## src/rtl/cs_pkg.sv

```systemverilog
// Shared definitions for the CS stream controller and the core wrapper.
// Holds the sample/result widths, the window length, the controller state
// encoding and the result record type.
package cs_pkg;

    localparam int unsigned CS_XW  = 8;   // sample width
    localparam int unsigned CS_YW  = 10;  // result width
    localparam int unsigned CS_WIN = 9;   // window length / warm-up sample count

    // Controller sequencing states.
    typedef enum logic [1:0] {
        CLEAR = 2'd0,
        FILL  = 2'd1,
        RUN   = 2'd2
    } cs_state_e;

    // One core result as seen by downstream logic.
    typedef struct packed {
        logic [CS_YW-1:0] y;
    } cs_result_t;

endpackage

```

## src/rtl/cs_res_fifo.sv

```systemverilog
// Small synchronous result FIFO with occupancy count.
// Ports:
//   clk, reset       - clock, asynchronous active-high reset
//   flush            - synchronous discard of all entries
//   push, push_data  - write request and data (dropped when full and not popping)
//   pop              - read request (ignored when empty)
//   head             - current head entry, zero when empty; no bypass from push_data
//   count            - number of stored entries (0..DEPTH)
//   full, empty      - occupancy flags
module cs_res_fifo #(
    parameter int unsigned DEPTH = 4,
    parameter int unsigned W     = 10
) (
    input  logic                     clk,
    input  logic                     reset,
    input  logic                     flush,
    input  logic                     push,
    input  logic [W-1:0]             push_data,
    input  logic                     pop,
    output logic [W-1:0]             head,
    output logic [$clog2(DEPTH):0]   count,
    output logic                     full,
    output logic                     empty
);

    localparam int unsigned AW = $clog2(DEPTH);

    logic [W-1:0]  mem [DEPTH];
    logic [AW-1:0] rd_q, wr_q;
    logic [AW:0]   cnt_q;
    logic          do_push, do_pop;

    assign empty = (cnt_q == '0);
    assign full  = (cnt_q == (AW+1)'(DEPTH));
    assign count = cnt_q;

    // A push into a full FIFO is legal only when the head leaves on the same edge;
    // the freed slot is the one being written.
    assign do_push = push && (!full || pop);
    assign do_pop  = pop && !empty;

    assign head = empty ? '0 : mem[rd_q];

    always_ff @(posedge clk or posedge reset) begin
        if (reset) begin
            rd_q  <= '0;
            wr_q  <= '0;
            cnt_q <= '0;
        end else if (flush) begin
            rd_q  <= '0;
            wr_q  <= '0;
            cnt_q <= '0;
        end else begin
            if (do_push) wr_q <= wr_q + AW'(1);
            if (do_pop)  rd_q <= rd_q + AW'(1);
            cnt_q <= cnt_q + (AW+1)'(do_push) - (AW+1)'(do_pop);
        end
    end

    always_ff @(posedge clk) begin
        if (do_push && !flush) mem[wr_q] <= push_data;
    end

endmodule

```

## src/rtl/cs_stream_ctrl.sv

```systemverilog
// Sequencer that runs the shift-enabled CS core from a bursty, back-pressured
// sample stream and buffers the core's results for a back-pressured sink.
// Ports:
//   clk, reset                  - clock, asynchronous active-high reset
//   in_valid, in_ready, in_x    - upstream sample handshake
//   clr                         - synchronous soft restart (window and FIFO discarded)
//   core_x, core_en, core_clr   - registered drive to the core
//   core_y                      - core result, captured the edge after core_en
//   out_valid, out_ready, out_y - downstream result handshake (FIFO head)
//   fill_cnt                    - samples in the window, saturating at WIN
//   ovf_err                     - sticky: a result arrived with no FIFO space
module cs_stream_ctrl
    import cs_pkg::*;
#(
    parameter int unsigned WIN       = CS_WIN,
    parameter int unsigned OUT_DEPTH = 4,
    parameter int unsigned XW        = CS_XW,
    parameter int unsigned YW        = CS_YW
) (
    input  logic          clk,
    input  logic          reset,
    input  logic          in_valid,
    output logic          in_ready,
    input  logic [XW-1:0] in_x,
    input  logic          clr,
    output logic [XW-1:0] core_x,
    output logic          core_en,
    output logic          core_clr,
    input  logic [YW-1:0] core_y,
    output logic          out_valid,
    input  logic          out_ready,
    output logic [YW-1:0] out_y,
    output logic [3:0]    fill_cnt,
    output logic          ovf_err
);

    localparam int unsigned CW = $clog2(OUT_DEPTH) + 1;

    cs_state_e     state_q, state_d;
    logic [3:0]    fill_q, fill_d;
    logic [XW-1:0] core_x_q;
    logic          core_en_q, core_clr_q, ovf_q;
    // High while core_en carries a sample whose result must be captured.
    logic          run_en_q;

    logic [CW-1:0] fifo_count;
    logic          fifo_full, fifo_empty;
    logic          in_fire, pop, flush, last_fill, credit_ok;

    // The accept that completes the window already produces a result.
    assign last_fill = (state_q == FILL) && (fill_q == 4'(WIN - 1));

    // Reserve a FIFO slot for every result still in flight; a same-cycle pop is
    // not credited, so a result can never arrive to a full FIFO.
    assign credit_ok = (32'(fifo_count) + 32'(run_en_q)) < OUT_DEPTH;

    assign in_ready  = (state_q != CLEAR) && !clr && ((state_q == FILL) || credit_ok);
    assign in_fire   = in_valid && in_ready;
    assign out_valid = !fifo_empty;
    assign pop       = out_valid && out_ready;
    assign flush     = clr || (state_q == CLEAR);

    always_comb begin
        state_d = state_q;
        case (state_q)
            CLEAR:   state_d = FILL;
            FILL:    if (in_fire && last_fill) state_d = RUN;
            RUN:     state_d = RUN;
            default: state_d = CLEAR;
        endcase
        if (clr) state_d = CLEAR;
    end

    always_comb begin
        fill_d = fill_q;
        if (flush) begin
            fill_d = '0;
        end else if (in_fire && (state_q == FILL)) begin
            fill_d = fill_q + 4'd1;
        end
    end

    always_ff @(posedge clk or posedge reset) begin
        if (reset) begin
            state_q    <= CLEAR;
            fill_q     <= '0;
            core_x_q   <= '0;
            core_en_q  <= 1'b0;
            core_clr_q <= 1'b1;
            run_en_q   <= 1'b0;
            ovf_q      <= 1'b0;
        end else begin
            state_q    <= state_d;
            fill_q     <= fill_d;
            core_en_q  <= in_fire;
            run_en_q   <= in_fire && ((state_q == RUN) || last_fill);
            core_clr_q <= (state_d == CLEAR);
            if (in_fire) core_x_q <= in_x;
            if (clr) begin
                ovf_q <= 1'b0;
            end else if (run_en_q && fifo_full && !pop) begin
                ovf_q <= 1'b1;
            end
        end
    end

    cs_res_fifo #(
        .DEPTH (OUT_DEPTH),
        .W     (YW)
    ) u_res_fifo (
        .clk       (clk),
        .reset     (reset),
        .flush     (flush),
        .push      (run_en_q),
        .push_data (core_y),
        .pop       (pop),
        .head      (out_y),
        .count     (fifo_count),
        .full      (fifo_full),
        .empty     (fifo_empty)
    );

    assign core_x   = core_x_q;
    assign core_en  = core_en_q;
    assign core_clr = core_clr_q;
    assign fill_cnt = fill_q;
    assign ovf_err  = ovf_q;

endmodule
```

## config.mk

```make
export PLATFORM = sky130hd
export DESIGN_NAME = cs_stream_ctrl
export DESIGN_NICKNAME = d
export VERILOG_FILES = /design/src/rtl/cs_pkg.sv /design/src/rtl/cs_res_fifo.sv /design/src/rtl/cs_stream_ctrl.sv
export SDC_FILE = /design/constraint.sdc
export NUM_CORES = 1
export LEC_CHECK = 0
export CAP_MARGIN = 5
export CORE_MARGIN = 10
export CORE_UTILIZATION = 40
export CTS_CLUSTER_SIZE = 20
export DETAILED_ROUTE_END_ITERATION = 8
export GPL_TIMING_DRIVEN = 0
export PLACE_DENSITY = 0.75
export SLEW_MARGIN = 20
export SYNTH_ARGS = -nofsm -noshare
export SYNTH_HDL_FRONTEND = slang
export SYNTH_HIERARCHICAL = 1
export SYNTH_SLANG_ARGS = --single-unit
export TNS_END_PERCENT = 1
```

## constraint.sdc

```tcl
create_clock -name clk -period 2.6 [get_ports clk]
set_input_delay 0.52 -clock clk [delete_from_list [all_inputs] [get_ports clk]]
set_output_delay 0.52 -clock clk [all_outputs]
set_load 0.03 [all_outputs]
```

==> results of run 1 <==
[registers in the layout, summed over array words and instances (netlist names)]
signal / flops
core_clr: 1
u_res_fifo/rd_q: 2
ovf_err: 1
core_en: 1
run_en_q: 1
u_res_fifo/mem: 40
u_res_fifo/count: 3
fill_cnt: 4
state_q: 2
u_res_fifo/wr_q: 2
core_x: 8
[what timing repair did]
action / in CTS / in global routing
endpoints found under the setup margin: 12 / 4
hold buffers: 0 / 0
pin swaps: 1 / 2
resized for setup: 12 / 7
setup buffers: 3 / 7
[cell usage after synthesis, types with 2 or more instances]
cell type   n
nand2b_1    3
nor2b_4     8
mux2i_1     2
clkbuf_1    2
nor3b_1     2
nand2_1     3
a21oi_1     5
mux4_2      8
dfrtp_1    24
a31oi_1     2
and3b_1     3
a311oi_1    2
or2b_1      2
mux4_1      2
inv_1      15
o21ai_0     4
and2_1      4
nor2b_1     5
buf_2       3
ha_1        8
nor2_1     11
edfxtp_1   40
mux2_2      8
xor2_1      2
[through the flow]
step | worst slack, ns | setup TNS, ns | utilization (%) | instance area, sq um | std cells
floorplan | -0.0246 | -0.0246 | - | 2960 | 189
global placement | -0.253 | -8.37 | 49.7 | 3570 | 336
detailed placement | -0.276 | -7.40 | 49.7 | 3570 | 336
CTS | -0.144 | -0.263 | 53.0 | 3800 | 355
global route | -0.0673 | -0.124 | 53.9 | 3870 | 362
finish | 0.0513 | 0 | 53.9 | 3870 | 362
[where the power goes]
part	internal, uW	switching [uW]	leakage (uW)
Combinational	100	109	0.000803
Clock	535	369	0.000108
Sequential	1130	13.0	0.000681
Total	1760	491	0.00159
[routing by layer]
| layer | share of wire, % | global-route usage (%) | vias to the layer above | routed length [um] |
|---|---|---|---|---|
| met3 | 5.9 | 3.23 | 13 | 330 |
| li1 | - | - | 826 | - |
| met5 | 0 | 0 | - | 0 |
| met2 | 48 | 16.8 | 49 | 2660 |
| met4 | 2.5 | 6.19 | 0 | 138 |
| met1 | 44 | 12.1 | 833 | 2430 |
[path summary, 6_finish.rpt]
path | slack, ns | cells after the start | endpoint | start
min in group clk | 0.50 | 1 | core_x[2] | core_x[2]
max in group asynchronous | 1.54 | 2 | ovf_err | reset
setup / recovery | 0.05 | 13 | u_res_fifo/count[1] | u_res_fifo/count[0]
hold reg to reg | 0.50 | 1 | core_x[2] | core_x[2]
hold / removal | 0.45 | 2 | u_res_fifo/rd_q[1] | reset
setup reg to reg | 0.05 | 13 | u_res_fifo/count[1] | u_res_fifo/count[0]
[layout make-up]
type                            count  area [sq um]
Inverter                           15          58.8
Sequential cell                    65          1830
Timing Repair Buffer               58           546
Buffer                              8          61.3
Tap cell                           99           124
Clock buffer                       10           128
Multi-Input combinational cell    101          1040
Fill cell                         588          3310
Clock inverter                      6          82.6
[cell families (layout without fill, tap and decap cells)]
group	after synthesis	in the layout	share of synthesized area (%)
AOI/OAI and AO/OA	18	18	4.39
xor gates and xnor gates	3	3	0.896
adders and majority gates	9	9	4.10
buffers and inverters	23	97	3.50
DFF	65	65	62.3
muxes	21	21	12.2
and+or+nand+nor	50	50	12.6
==> metrics.md, run 1 <==
| Metric | Value |
|---|---|
| Status | `finished clean` |
| Worst setup path class | `register to register` |
| Grt ovf | `0` |
| Pleak | `0.00159 uW` |
| Top post-synthesis cells by area | `edfxtp_1, dfrtp_1, mux4_2` |
| Worst setup SP type | `register` |
| Vias in the first global route | `1818` |
| Worst EP arrival | `2.76 ns` |
| CP dominant cell by count | `inv_1` |
| Critical Path RT | `2.81 ns` |
| Synth cell types | `45` |
| Final HPWL DP | `3900 um` |
| # Max-Cap Violations | `0` |
| Gate Count Post-Synth | `189` |
| Final period util | `98.0%` |
| TritonRoute pass-1 iters | `4` |
| Most frequent cells in the layout | `edfxtp_1, clkdlybuf4s50_1, dfrtp_1, inv_1, nor2_1` |
| Power, Total | `2250 uW` |
| Main flop type after synthesis | `edfxtp_1` |
| Die area | `11200 sq um` |
| Least-Margin Pin Slew | `0.704 ns` |
| Iter 0 DRT Violations | `61` |
| Total Wirelength | `5560 um` |
| Vias per Instance | `4.75` |
| Min Tclk post-route | `2.55 ns` |
| Routed Antenna Nets | `0` |
| FFs w/ async S/R, synth | `38.5%` |
| Chip Width | `106 um` |
| Inserted Clock Buffers | `9` |
| Slowest cell on crit path | `fa_2` |
| Cell accounting for the most synthesized area | `edfxtp_1` |
| Seq/Total Area, Yosys | `62.3%` |
| Largest net degree at the start of global routing | `19` |
| Core Area | `7180 sq um` |
| Layout area overhead | `32.0%` |
| Ratio of cells with drive above 1 in the final layout | `25.9%` |
| PortBufs | `48` |
| Crit path max fanout | `5` |
| Power Density | `582 nW/um^2` |
| Gr usage total | `10.4%` |
| Synth Cell Area | `2930 sq um` |
| Reg clk slew, reported paths | `0.07 ns` |
| Syn Nets | `221` |
| Max Buffers Root-to-Sink | `2` |
| Avg Cell Area, Syn | `15.5 sq um` |
| Diodes inserted | `0` |
| Post-synth EDFFs | `40` |
| # clock sinks | `65` |
| Hold slack final | `0.452 ns` |
| Antenna violations before repair | `0` |
| Crit end category | `register` |
| Final setup vio count | `0` |
| DRC | `0` |
| Starting Density | `40.9%` |
| Global placer's final weighted congestion | `0.783` |
| Global-route wire length before repair | `9210 um` |
| Clock H-tree levels | `3` |
| Final Max Tran Viols | `0` |
| CTS tree | `built` |
| Avg WL per Cell | `15.4 um` |
| Most common cell after layout, fill and taps aside | `edfxtp_1` |
| Worst hold-check path type | `input port to asynchronous set/reset pin` |
| Fmax | `392 MHz` |
| Yosys top cell area share | `41.0%` |
| I/O pin cnt | `50` |
| Yosys warning count | `6` |
| Vias | `1721` |
| Root buffer cell | `clkbuf_8` |
| CP Cell Sequence | `nor3_4 -> buf_12 -> nand2b_4 -> inv_4 -> nor4b_4 -> nor2b_2 -> inv_1 -> ha_1 -> inv_1 -> ha_1 -> inv_1 -> fa_2 -> nor2_1` |
| Worst-skew pair later-pin latency | `0.34 ns` |
| Nets | `290` |
| Worst Skew | `0.00934 ns` |
| Synth Register Bits | `65` |
| Die height | `106 um` |
| Hold Violations, Final | `0` |
| Max_slew headroom | `53.0%` |
| VDD IR max | `0.282 mV` |
| RSZ-0062 raised after global routing | `true` |
| Worst Path Buf+Inv | `5` |
| Biggest cell delay along the critical path | `0.51 ns` |
| Row count | `31` |
| Crit path max-delay family | `adder cells` |
(Power assumes the default switching activity.)
==> run 2, diff against run 1 <==
--- a/config.mk
+++ b/config.mk
@@ -12,7 +12,6 @@
 export DETAILED_ROUTE_END_ITERATION = 8
 export GPL_TIMING_DRIVEN = 0
 export PLACE_DENSITY = 0.75
-export SLEW_MARGIN = 20
 export SYNTH_ARGS = -nofsm -noshare
 export SYNTH_HDL_FRONTEND = slang
 export SYNTH_HIERARCHICAL = 1
==> results of run 2 <==
No change in the layout: final DEF, timing and power equal those of run 1.
